<file path="src/rtl/lf_pkg.sv">
// Shared types for the line-following controller: FSM states, sensor classes,
// turn commands and motor codes with their direction-bit encodings.
package lf_pkg;

  typedef enum logic [2:0] {
    ST_IDLE,
    ST_FOLLOW,
    ST_NODE,
    ST_TURN_A,
    ST_TURN_B,
    ST_DONE
  } state_t;

  typedef enum logic [2:0] {
    CLS_ALL,
    CLS_RIGHT,
    CLS_LEFT,
    CLS_CENTER,
    CLS_NONE,
    CLS_HOLD
  } sclass_t;

  typedef enum logic [1:0] {
    TURN_STRAIGHT = 2'b00,
    TURN_LEFT     = 2'b01,
    TURN_RIGHT    = 2'b10,
    TURN_STOP     = 2'b11
  } turn_t;

  typedef enum logic [2:0] {
    MC_STOP,
    MC_FWD,
    MC_CORR_R,
    MC_CORR_L,
    MC_PIV_R,
    MC_PIV_L
  } mcode_t;

  // Direction pair {a, b} for one motor.
  localparam logic [1:0] DIR_OFF = 2'b00;
  localparam logic [1:0] DIR_FWD = 2'b10;
  localparam logic [1:0] DIR_REV = 2'b01;

  // Returns {m1_a, m1_b, m2_a, m2_b} for a motor code.
  function automatic logic [3:0] mcodeDirs(input mcode_t code);
    logic [3:0] dirs;
    case (code)
      MC_FWD:              dirs = {DIR_FWD, DIR_FWD};
      MC_CORR_R, MC_PIV_R: dirs = {DIR_FWD, DIR_REV};
      MC_CORR_L, MC_PIV_L: dirs = {DIR_REV, DIR_FWD};
      default:             dirs = {DIR_OFF, DIR_OFF};
    endcase
    return dirs;
  endfunction

endpackage

</file>
<file path="src/rtl/lf_classify.sv">
// Combinational sensor classifier: maps left/middle/right samples to a class
// in priority order, and exposes the middle-sensor high/low flags.
module lf_classify
  import lf_pkg::*;
#(
  parameter int ADC_W = 12
) (
  input  logic [ADC_W-1:0] i_left,
  input  logic [ADC_W-1:0] i_middle,
  input  logic [ADC_W-1:0] i_right,
  input  logic [ADC_W-1:0] i_hiTh,
  input  logic [ADC_W-1:0] i_loTh,
  output sclass_t          o_class,
  output logic             o_midHigh,
  output logic             o_midLow
);

  logic w_hl, w_hm, w_hr, w_ll, w_lm, w_lr;

  assign w_hl = (i_left   > i_hiTh);
  assign w_hm = (i_middle > i_hiTh);
  assign w_hr = (i_right  > i_hiTh);
  assign w_ll = (i_left   < i_loTh);
  assign w_lm = (i_middle < i_loTh);
  assign w_lr = (i_right  < i_loTh);

  assign o_midHigh = w_hm;
  assign o_midLow  = w_lm;

  always_comb begin
    o_class = CLS_HOLD;
    if (w_hl && w_hm && w_hr)      o_class = CLS_ALL;
    else if (w_hr && w_ll)         o_class = CLS_RIGHT;
    else if (w_hl && w_lr)         o_class = CLS_LEFT;
    else if (w_ll && w_hm && w_lr) o_class = CLS_CENTER;
    else if (w_ll && w_lm && w_lr) o_class = CLS_NONE;
  end

endmodule

</file>
<file path="src/rtl/line_follow_ctrl.sv">
// Line-following controller: classifies LFA samples, debounces nodes, executes
// per-node turns and drives registered motor direction bits and duty codes.
// Optional lost-line recovery is built when LF_LOST_LINE_EN is defined.
module line_follow_ctrl
  import lf_pkg::*;
#(
  parameter int ADC_W  = 12,
  parameter int DUTY_W = 4,
  parameter int NODE_W = 8,
  parameter int HI_TH  = 1000,
  parameter int LO_TH  = 200,
  parameter int DEB_N  = 4,
  parameter int D_FWD  = 7,
  parameter int D_FAST = 8,
  parameter int D_SLOW = 3,
  parameter int D_PIV  = 5
`ifdef LF_LOST_LINE_EN
  , parameter int LOST_N = 64
`endif
) (
  input  logic              clk_3125KHz,
  input  logic              rst,
  input  logic              start,
  input  logic              sample_valid,
  input  logic [ADC_W-1:0]  left,
  input  logic [ADC_W-1:0]  middle,
  input  logic [ADC_W-1:0]  right,
  input  logic [1:0]        turn_cmd,
  output logic              m1_a,
  output logic              m1_b,
  output logic              m2_a,
  output logic              m2_b,
  output logic [DUTY_W-1:0] dc1,
  output logic [DUTY_W-1:0] dc2,
  output logic              node_flag,
  output logic [NODE_W-1:0] node_count,
  output logic              running,
  output logic              done
);

  localparam int DEB_W = $clog2(DEB_N + 1);

  function automatic logic [2*DUTY_W-1:0] dutyOf(input mcode_t code);
    logic [2*DUTY_W-1:0] duty;
    case (code)
      MC_FWD:              duty = {DUTY_W'(D_FWD),  DUTY_W'(D_FWD)};
      MC_CORR_R:           duty = {DUTY_W'(D_FAST), DUTY_W'(D_SLOW)};
      MC_CORR_L:           duty = {DUTY_W'(D_SLOW), DUTY_W'(D_FAST)};
      MC_PIV_R, MC_PIV_L:  duty = {DUTY_W'(D_PIV),  DUTY_W'(D_PIV)};
      default:             duty = '0;
    endcase
    return duty;
  endfunction

  sclass_t           w_class;
  logic              w_midHigh, w_midLow;
  state_t            r_state, w_stateNext;
  mcode_t            r_code, w_codeNext;
  logic [DEB_W-1:0]  r_deb, w_debNext;
  turn_t             r_turn, w_turnNext;
  logic              w_nodeFlagNext;
  logic [NODE_W-1:0] w_nodeCountNext;
  logic [3:0]        w_dirsNext;
  logic [2*DUTY_W-1:0] w_dutyNext;

`ifdef LF_LOST_LINE_EN
  localparam int LOST_W = $clog2(LOST_N + 1);
  logic [LOST_W-1:0] r_lost, w_lostNext;
  logic              r_lastRight, w_lastRightNext;
  logic              r_recover, w_recoverNext;
`endif

  lf_classify #(.ADC_W(ADC_W)) u_classify (
    .i_left    (left),
    .i_middle  (middle),
    .i_right   (right),
    .i_hiTh    (ADC_W'(HI_TH)),
    .i_loTh    (ADC_W'(LO_TH)),
    .o_class   (w_class),
    .o_midHigh (w_midHigh),
    .o_midLow  (w_midLow)
  );

  always_comb begin
    w_stateNext     = r_state;
    w_codeNext      = r_code;
    w_debNext       = r_deb;
    w_turnNext      = r_turn;
    w_nodeFlagNext  = node_flag;
    w_nodeCountNext = node_count;
`ifdef LF_LOST_LINE_EN
    w_lostNext      = r_lost;
    w_lastRightNext = r_lastRight;
    w_recoverNext   = r_recover;
`endif
    case (r_state)
      ST_IDLE: begin
        w_codeNext = MC_STOP;
        if (start) w_stateNext = ST_FOLLOW;
      end
      ST_FOLLOW: begin
        if (sample_valid) begin
          case (w_class)
            CLS_RIGHT:  w_codeNext = MC_CORR_R;
            CLS_LEFT:   w_codeNext = MC_CORR_L;
            CLS_CENTER: w_codeNext = MC_FWD;
            default:    w_codeNext = r_code;
          endcase
`ifdef LF_LOST_LINE_EN
          if (w_class == CLS_RIGHT)     w_lastRightNext = 1'b1;
          else if (w_class == CLS_LEFT) w_lastRightNext = 1'b0;
          if (w_class == CLS_NONE && !r_recover) begin
            if (r_lost == LOST_W'(LOST_N - 1)) begin
              w_lostNext    = '0;
              w_recoverNext = 1'b1;
              w_codeNext    = r_lastRight ? MC_PIV_R : MC_PIV_L;
            end else begin
              w_lostNext = r_lost + 1'b1;
            end
          end else begin
            w_lostNext = '0;
          end
          // Recovery keeps pivoting regardless of class until the middle sees the line.
          if (r_recover) begin
            if (w_midHigh) begin
              w_recoverNext = 1'b0;
              w_codeNext    = MC_FWD;
            end else begin
              w_codeNext = r_code;
            end
          end
`endif
          if (w_class == CLS_ALL) begin
            if (r_deb == DEB_W'(DEB_N - 1)) begin
              w_debNext      = '0;
              w_stateNext    = ST_NODE;
              w_nodeFlagNext = 1'b1;
              w_turnNext     = turn_t'(turn_cmd);
              w_codeNext     = (turn_t'(turn_cmd) == TURN_STOP) ? MC_STOP : MC_FWD;
`ifdef LF_LOST_LINE_EN
              w_recoverNext  = 1'b0;
              w_lostNext     = '0;
`endif
            end else begin
              w_debNext = r_deb + 1'b1;
            end
          end else begin
            w_debNext = '0;
          end
        end
      end
      ST_NODE: begin
        if (r_turn == TURN_STOP) begin
          w_stateNext = ST_DONE;
        end else if (sample_valid && w_class != CLS_ALL) begin
          w_nodeCountNext = node_count + 1'b1;
          w_nodeFlagNext  = 1'b0;
          case (r_turn)
            TURN_LEFT: begin
              w_stateNext = ST_TURN_A;
              w_codeNext  = MC_PIV_L;
            end
            TURN_RIGHT: begin
              w_stateNext = ST_TURN_A;
              w_codeNext  = MC_PIV_R;
            end
            default: w_stateNext = ST_FOLLOW;
          endcase
        end
      end
      ST_TURN_A: begin
        if (sample_valid && w_midLow) w_stateNext = ST_TURN_B;
      end
      ST_TURN_B: begin
        if (sample_valid && w_midHigh) begin
          w_stateNext = ST_FOLLOW;
          w_codeNext  = MC_FWD;
        end
      end
      ST_DONE: w_codeNext = MC_STOP;
      default: begin
        w_stateNext = ST_IDLE;
        w_codeNext  = MC_STOP;
      end
    endcase
  end

  assign w_dirsNext = mcodeDirs(w_codeNext);
  assign w_dutyNext = dutyOf(w_codeNext);

  // Outputs are registered from the next-state values so they change on the consuming edge.
  always_ff @(posedge clk_3125KHz or posedge rst) begin
    if (rst) begin
      r_state    <= ST_IDLE;
      r_code     <= MC_STOP;
      r_deb      <= '0;
      r_turn     <= TURN_STRAIGHT;
      node_flag  <= 1'b0;
      node_count <= '0;
      {m1_a, m1_b, m2_a, m2_b} <= 4'b0000;
      dc1        <= '0;
      dc2        <= '0;
      running    <= 1'b0;
      done       <= 1'b0;
    end else begin
      r_state    <= w_stateNext;
      r_code     <= w_codeNext;
      r_deb      <= w_debNext;
      r_turn     <= w_turnNext;
      node_flag  <= w_nodeFlagNext;
      node_count <= w_nodeCountNext;
      {m1_a, m1_b, m2_a, m2_b} <= w_dirsNext;
      {dc1, dc2} <= w_dutyNext;
      running    <= (w_stateNext != ST_IDLE) && (w_stateNext != ST_DONE);
      done       <= (w_stateNext == ST_DONE);
    end
  end

`ifdef LF_LOST_LINE_EN
  always_ff @(posedge clk_3125KHz or posedge rst) begin
    if (rst) begin
      r_lost      <= '0;
      r_lastRight <= 1'b1;
      r_recover   <= 1'b0;
    end else begin
      r_lost      <= w_lostNext;
      r_lastRight <= w_lastRightNext;
      r_recover   <= w_recoverNext;
    end
  end
`endif

endmodule

</file>
<file path="config.mk">
export PLATFORM = sky130hd
export DESIGN_NAME = line_follow_ctrl
export DESIGN_NICKNAME = d
export VERILOG_FILES = /design/src/rtl/lf_pkg.sv /design/src/rtl/lf_classify.sv /design/src/rtl/line_follow_ctrl.sv
export SDC_FILE = /design/constraint.sdc
export NUM_CORES = 1
export LEC_CHECK = 0
export ABC_AREA = 1
export CAP_MARGIN = 20
export CORE_MARGIN = 4
export CORE_UTILIZATION = 35
export CTS_BUF_LIST = sky130_fd_sc_hd__clkbuf_8
export DETAILED_ROUTE_END_ITERATION = 8
export PLACE_DENSITY = 0.67
export SLEW_MARGIN = 20
export SYNTH_ARGS = -nofsm -noshare
export SYNTH_HDL_FRONTEND = slang
export SYNTH_SLANG_ARGS = --single-unit
</file>
<file path="constraint.sdc">
create_clock -name clk_3125KHz -period 2.1 [get_ports clk_3125KHz]
set_input_delay 0.42 -clock clk_3125KHz [delete_from_list [all_inputs] [get_ports clk_3125KHz]]
set_output_delay 0.42 -clock clk_3125KHz [all_outputs]
set_load 0.02 [all_outputs]
</file>
==> impl_metrics.ini, run 1 <==
[logic_synthesis]
synth-seq-cells = 33
synth_area_per_cell_um2 = 7.41
synthCells = 270
synth.area.top_cells = dfrtp_1, nand2_1, inv_1
yosys_warnings = 0
netlist_area_um2 = 2000
syn_nets = 316
yosysUniqueCellTypes = 26
ys_seq_area_share_pct = 41.3
synth_top_area_share_pct = 41.3
synth_top_cell_by_area = dfrtp_1

[timing]
slew_headroom_pct = 72.7
setup_violations = 0
fmax_mhz = 503
hold_violations = 0
fin_ws_ns = 0.111
slew_viol_final = 0
fin_crit_ns = 1.99
fin_setup_tns_ns = 0
fin_crit_sh_pct = 94.7
worst_pin_slew_ns = 0.409
skew_ns = 0.00537

[finish]
syn_to_final_growth_pct = 59.6
final_area_um2 = 3190
fin_cells = 440
antenna_cells = 0
fillers = 511
fin_nets = 414
drive_gt1_share_pct = 24.5

[worst_setup_path]
crit_fanout = 4
path_class = input port to flip-flop
cpMostUsedCell = nand2_4
reg2regPathDepth = 11
cp.required_ns = 2.31
r2r-start = r_state[2]
startpoint_type = input port
path_delay_family = simple AND/OR/NAND/NOR gates
arrival_ns = 2.20
crit_chain = clkdlybuf4s50_1, nor2_1, nand2_1, nand2_1, nand2_1, nand2_2, nand2_4, nand2_4, nand2_4, nor2_4, nand2_4, nand2_4, inv_2, a21oi_4, nand2_4, nand2_4, inv_2, nor2_2
reg2reg_slack_ns = 0.29
r2r_end = m1_b
slowest_delay_ns = 0.40
slowest_stage = clkdlybuf4s50_1
critPathCaptureType = flip-flop
critical_path_buf_inv_count = 3

[clock_network]
cts_sinks = 33
cts_hold_buf = 0
clkLatencyLatePin_ns = 0.28
cts_tree = yes
path_clk_slew_ns = 0.06
cts_buffers = 5
clockBufferDepth = 2
clockRootBuffer = clkbuf_8
h-tree-depth = 2

[global_route]
grt_pass1_vias = 1800
grt_usage_pct = 12.9
grt_pass1_wl_um = 7510
grt_max_degree = 34
grt_overflow = 0
antenna_found_initial = 0

[route]
routed_via_density = 4.35
met1_length_um = 2000
dr.pass1.iters = 4
dr_wl_met3_um = 163
post_drt_wl_per_cell_um = 10.7
ant_nets = 0
routed.top_layer = met4
wl_met2_um = 2480
vias = 1912
wirelength_um = 4730
post-route-drc-count = 0
drt_iter0_markers = 82

[floorplan]
fp.dieW_um = 83.6
die-area_um2 = 6990
initial_core_util_pct = 36.1
core_area_um2 = 5540
row_count = 27
die_h_um = 83.6
ios = 65

[hold_path]
hp-start = node_count[7]
whs_path_depth = 1
holdPathEnd = node_count[7]
hold_class = flip-flop to flip-flop

[power]
ir_worst_vdd_mv = 0.781
pwr_density_cell_nw_per_um2 = 931
p_leak_nw = 1.94
p_total_mw = 2.97

[place]
dp_hpwl_um = 3620
placed_area_um2 = 2870
gp_congestion = 0.804
dp_slack_ns = -0.241
io_buffers = 64
dp.cells = 424

[outcome]
outcome = finished, final reports clean

[job]
max_cap_violations = 0
through the flow:
stage / utilization, % / hold WS, ns
finish: 57.6 / 0.467
global route: 57.6 / 0.486
CTS: 53.3 / 0.472
detailed placement: 51.7 / 0.463
global placement: 51.7 / 0.459
floorplan: - / 0.454
flip-flops by register name, indices dropped and copies added (netlist names), 2 cells and up:
name	count
node_count	8
dc2	4
dc1	3
r_code	3
r_deb	3
r_state	3
r_turn	2
power by group:
group	switching (mW)	total, mW	leakage (nW)	internal (mW)
registers	0.0945	0.927	0.421	0.832
logic	0.911	1.58	1.47	0.674
clock network	0.206	0.461	0.0485	0.255
total	1.21	2.97	1.94	1.76
placed cells by master, fill, tap and decap left out, types with 2 or more instances in the layout:
| cell type | instances |
|---|---|
| a21oi_1 | 7 |
| nor2_2 | 9 |
| clkdlybuf4s50_1 | 34 |
| inv_1 | 44 |
| dlymetal6s2s_1 | 30 |
| nand2_1 | 55 |
| nand3_1 | 12 |
| nand4_1 | 3 |
| nor2_1 | 35 |
| o21ai_0 | 5 |
| nor2_4 | 7 |
| xor2_1 | 5 |
| buf_4 | 28 |
| clkbuf_8 | 6 |
| nand2_4 | 10 |
| nand3_2 | 5 |
| nand2_2 | 11 |
| dfrtp_1 | 33 |
| a21oi_2 | 2 |
| inv_2 | 8 |
| ha_1 | 4 |
| nor3_1 | 5 |
cell usage after synthesis (all sizes together):
cell	n
nand3b	1
nand3	18
inv	51
mux2	1
a21boi	1
o22ai	1
ha	4
dfrtp	33
nand2	76
buf	1
o21ai	5
o41ai	1
xor2	5
nand4	3
xnor2	1
a21oi	10
clkinv	2
nor2	51
nor3	5
layout make-up:
class                      instances  area [um^2]  share of cell area, %
multi-input combinational        183         1060                   33.3
timing repair buffer              92          926                   29.0
sequential                        33          826                   25.9
inverter                          53          201                   6.31
tap                               72         90.1                   2.82
clock buffer                       6         82.6                   2.59
clock inverter                     1         3.75                  0.118
worst reg2reg max path, stage by stage, from the launching register on:
cell and delay [ns]:
dfrtp_1 0.40, nor2_1 0.14, nand2_1 0.18, nor2_1 0.33, nand2_4 0.11, nand2_4 0.10, inv_2 0.05, a21oi_4 0.16
nand2_4 0.08, nand2_4 0.08, inv_2 0.03, nor2_2 0.09
timing repair:
| action | CTS | global route |
|---|---|---|
| hold endpoints to repair | 0 | 0 |
| buffers inserted | 0 | 9 |
| setup endpoints to repair | 0 | 18 |
| gates resized for setup | 0 | 61 |
worst max path at each step:
stage	startpoint	end	cells past startpoint
after CTS	middle[7]	m1_a	18
after floorplan	middle[7]	dc2[0]	15
after global placement	middle[6]	m1_a	18
after detailed placement	middle[7]	m1_a	18
after global routing	left[1]	m1_b	18
final	right[0]	m1_b	18
cell families (layout without fill, tap and decap cells):
family | after synthesis | count (layout) | synth area share, %
AO/OA/AOI/OAI | 18 | 18 | 5.44
XOR/XNOR | 6 | 6 | 2.63
adder cells (fa/ha/maj) | 4 | 4 | 2.50
buffers and inverters | 54 | 152 | 10.3
flip-flops | 33 | 33 | 41.3
multiplexers | 1 | 1 | 0.563
AND/OR/NAND/NOR | 154 | 154 | 37.3
layer usage:
| metal | vias to the layer above | GRT usage (%) |
|---|---|---|
| li1 | 1016 | - |
| met1 | 854 | 15.5 |
| met2 | 34 | 23.0 |
| met3 | 8 | 2.57 |
| met4 | 0 | 4.39 |
| met5 | - | 0 |
(Power assumes the default switching activity.)
==> run 2: changes to the inputs <==
--- a/config.mk
+++ b/config.mk
@@ -7,7 +7,7 @@
 export LEC_CHECK = 0
 export ABC_AREA = 1
 export CAP_MARGIN = 20
-export CORE_MARGIN = 4
+export CORE_MARGIN = 1
 export CORE_UTILIZATION = 35
 export CTS_BUF_LIST = sky130_fd_sc_hd__clkbuf_8
 export DETAILED_ROUTE_END_ITERATION = 8
==> run 2 against run 1 <==
Against the previous run:
- clock skew is essentially flat
- non-clock buffer count decreased by 4
- count of clock-buffer cells in the layout up 1
- total power is 0.63% lower
- sequential cell count did not move
- cell count is 0.68% lower
- register-to-register slack better by 0.06 ns
- sequential power about the same
- core utilization is 1.1 points lower
- maximum frequency grew 0.35%
- hold slack improved by 0.0045 ns
- final area down 2.4%
==> impl_metrics.ini, run 2 (synthesized netlist as in run 1, its figures left out) <==
[global_route]
grtUsageMet2_pct = 28.1
grt_pass1_wl_um = 7660
top_usage_layer = met2
antenna_found_initial = 0
grt_overflow = 0
grt_max_degree = 34
grt_pass1_vias = 1816
grt_use_met1_pct = 19.0
grt_usage_pct = 15.9
gr-usage-met3_pct = 4.00

[outcome]
outcome = finished, final reports clean

[worst_setup_path]
arrival_ns = 2.21
startpoint = left[5]
r2r-start = r_state[1]
r2r_end = m1_a
reg2regPathDepth = 9
reg2reg_slack_ns = 0.35
path_class = input port to flip-flop
cp.required_ns = 2.33
crit_fanout = 4
startpoint_type = input port
critPathCaptureType = flip-flop
crit_end = dc2[0]

[finish]
layout_common_cells = nand2_1, clkdlybuf4s50_1, inv_1, nor2_1, dfrtp_1
drive_gt1_share_pct = 22.2
reg.largest.list = node_count (8), dc2 (4)
fin_nets = 410
regMostFlops = node_count
largest_reg_flops = 8
syn_to_final_growth_pct = 55.7
layout_commonest_cell = nand2_1
antenna_cells = 0

[place]
gp_congestion = 0.851
dp_slack_ns = -0.252
io_buffers = 64
dp_hpwl_um = 3570

[route]
dr.pass1.iters = 4
drt_iter0_markers = 93
ant_nets = 0
post-route-drc-count = 0
vias = 1943
routed_via_density = 4.45
post_drt_wl_per_cell_um = 10.4
wirelength_um = 4550

[power]
ir_worst_vdd_mv = 0.745
p_leak_nw = 1.81
pwr_density_cell_nw_per_um2 = 948
p_total_mw = 2.95

[clock_network]
path_clk_slew_ns = 0.07
clkLatencyLatePin_ns = 0.29
cts_sinks = 33
cts_hold_buf = 0
clockRootBuffer = clkbuf_8
h-tree-depth = 2
clockBufferDepth = 2
cts_buffers = 5
cts_tree = yes

[timing]
timing.hold.ws_ns = 0.472
setup_violations = 0
fin_ws_ns = 0.118
hold_violations = 0
skew_ns = 0.00553
fin_crit_sh_pct = 94.4
slew_headroom_pct = 72.8
worst_pin_slew_ns = 0.408
slew_viol_final = 0
fmax_mhz = 505
fin_crit_ns = 1.98

[floorplan]
row_count = 27
core_area_um2 = 5510
die_h_um = 77.6
initial_core_util_pct = 36.3
fp.dieW_um = 77.6
die-area_um2 = 6020
ios = 65

[hold_path]
hold_class = flip-flop to flip-flop
hp-start = node_count[7]

[job]
max_cap_violations = 0
run 2: cell types whose count changed in the layout (fill, tap and decap cells not counted), sizes merged:
cell | previous run | this run
clkdlybuf4s50 | 34 | 44
inv | 53 | 51
clkbuf | 6 | 7
dlymetal6s2s | 30 | 20
buf | 28 | 24
clkinv | 1 | 3
run 2: stage by stage:
stage	cells	utilization, %	setup TNS [ns]	cell area (um^2)
floorplan	270	-	0	2000
global placement	425	52.2	-3.30	2870
detailed placement	425	52.2	-4.04	2870
CTS	433	54.0	0	2980
global route	437	56.6	-0.0285	3120
finish	437	56.6	0	3120
run 2: metal layers:
| metal | wire [um] | vias to the layer above | part of all wire (%) |
|---|---|---|---|
| li1 | - | 1005 | - |
| met1 | 1970 | 900 | 43 |
| met2 | 2400 | 36 | 53 |
| met3 | 164 | 2 | 3.6 |
| met4 | 23 | 0 | 0.51 |
| met5 | 0 | - | 0 |
run 2: worst min path at each step:
stage / endpoint / slack, ns / depth (start not counted)
global placement: node_count[7] / 0.45 / 1
global route: node_count[7] / 0.49 / 1
CTS: node_count[7] / 0.48 / 1
detailed placement: node_flag / 0.47 / 2
finish: node_count[7] / 0.47 / 1
floorplan: r_deb[0] / 0.45 / 1
run 2: timing repair:
item | CTS | global route
buffers inserted | 0 | 4
gates resized for setup | 0 | 40
endpoints found under the setup margin | 0 | 18
run 2: report_power, final:
group	total (mW)	switching, mW	internal, mW
Combinational	1.50	0.868	0.632
Sequential	0.926	0.0943	0.832
Clock	0.527	0.231	0.296
run 2: worst max-delay path, stage by stage:
cell and delay (ns):
clkdlybuf4s50_1 0.47, inv_2 0.04, nor2_2 0.06, nand3_1 0.08, nand2_2 0.08, inv_2 0.04, nor2_4 0.14, nand2_4 0.09
nand2_4 0.11, nor2_4 0.05, nand2_2 0.09, nand2_4 0.06, buf_4 0.14, nand2_4 0.08, nand3_1 0.14, nand3_1 0.11
run 2: final cells by class:
type	instances	area, um^2
Fill cell	501	2390
Tap cell	72	90.1
Timing Repair Buffer	88	871
Multi-Input combinational cell	183	1030
Inverter	53	199
Clock inverter	1	5.00
Clock buffer	7	96.3
Sequential cell	33	826
==> run 3: changes to the inputs <==
--- a/config.mk
+++ b/config.mk
@@ -11,7 +11,9 @@
 export CORE_UTILIZATION = 35
 export CTS_BUF_LIST = sky130_fd_sc_hd__clkbuf_8
 export DETAILED_ROUTE_END_ITERATION = 8
+export GPL_TIMING_DRIVEN = 1
 export PLACE_DENSITY = 0.67
+export SKIP_LAST_GASP = 1
 export SLEW_MARGIN = 20
 export SYNTH_ARGS = -nofsm -noshare
 export SYNTH_HDL_FRONTEND = slang
==> results of run 3 <==
Same layout as run 2: the final DEF is identical, and so are final timing and power.
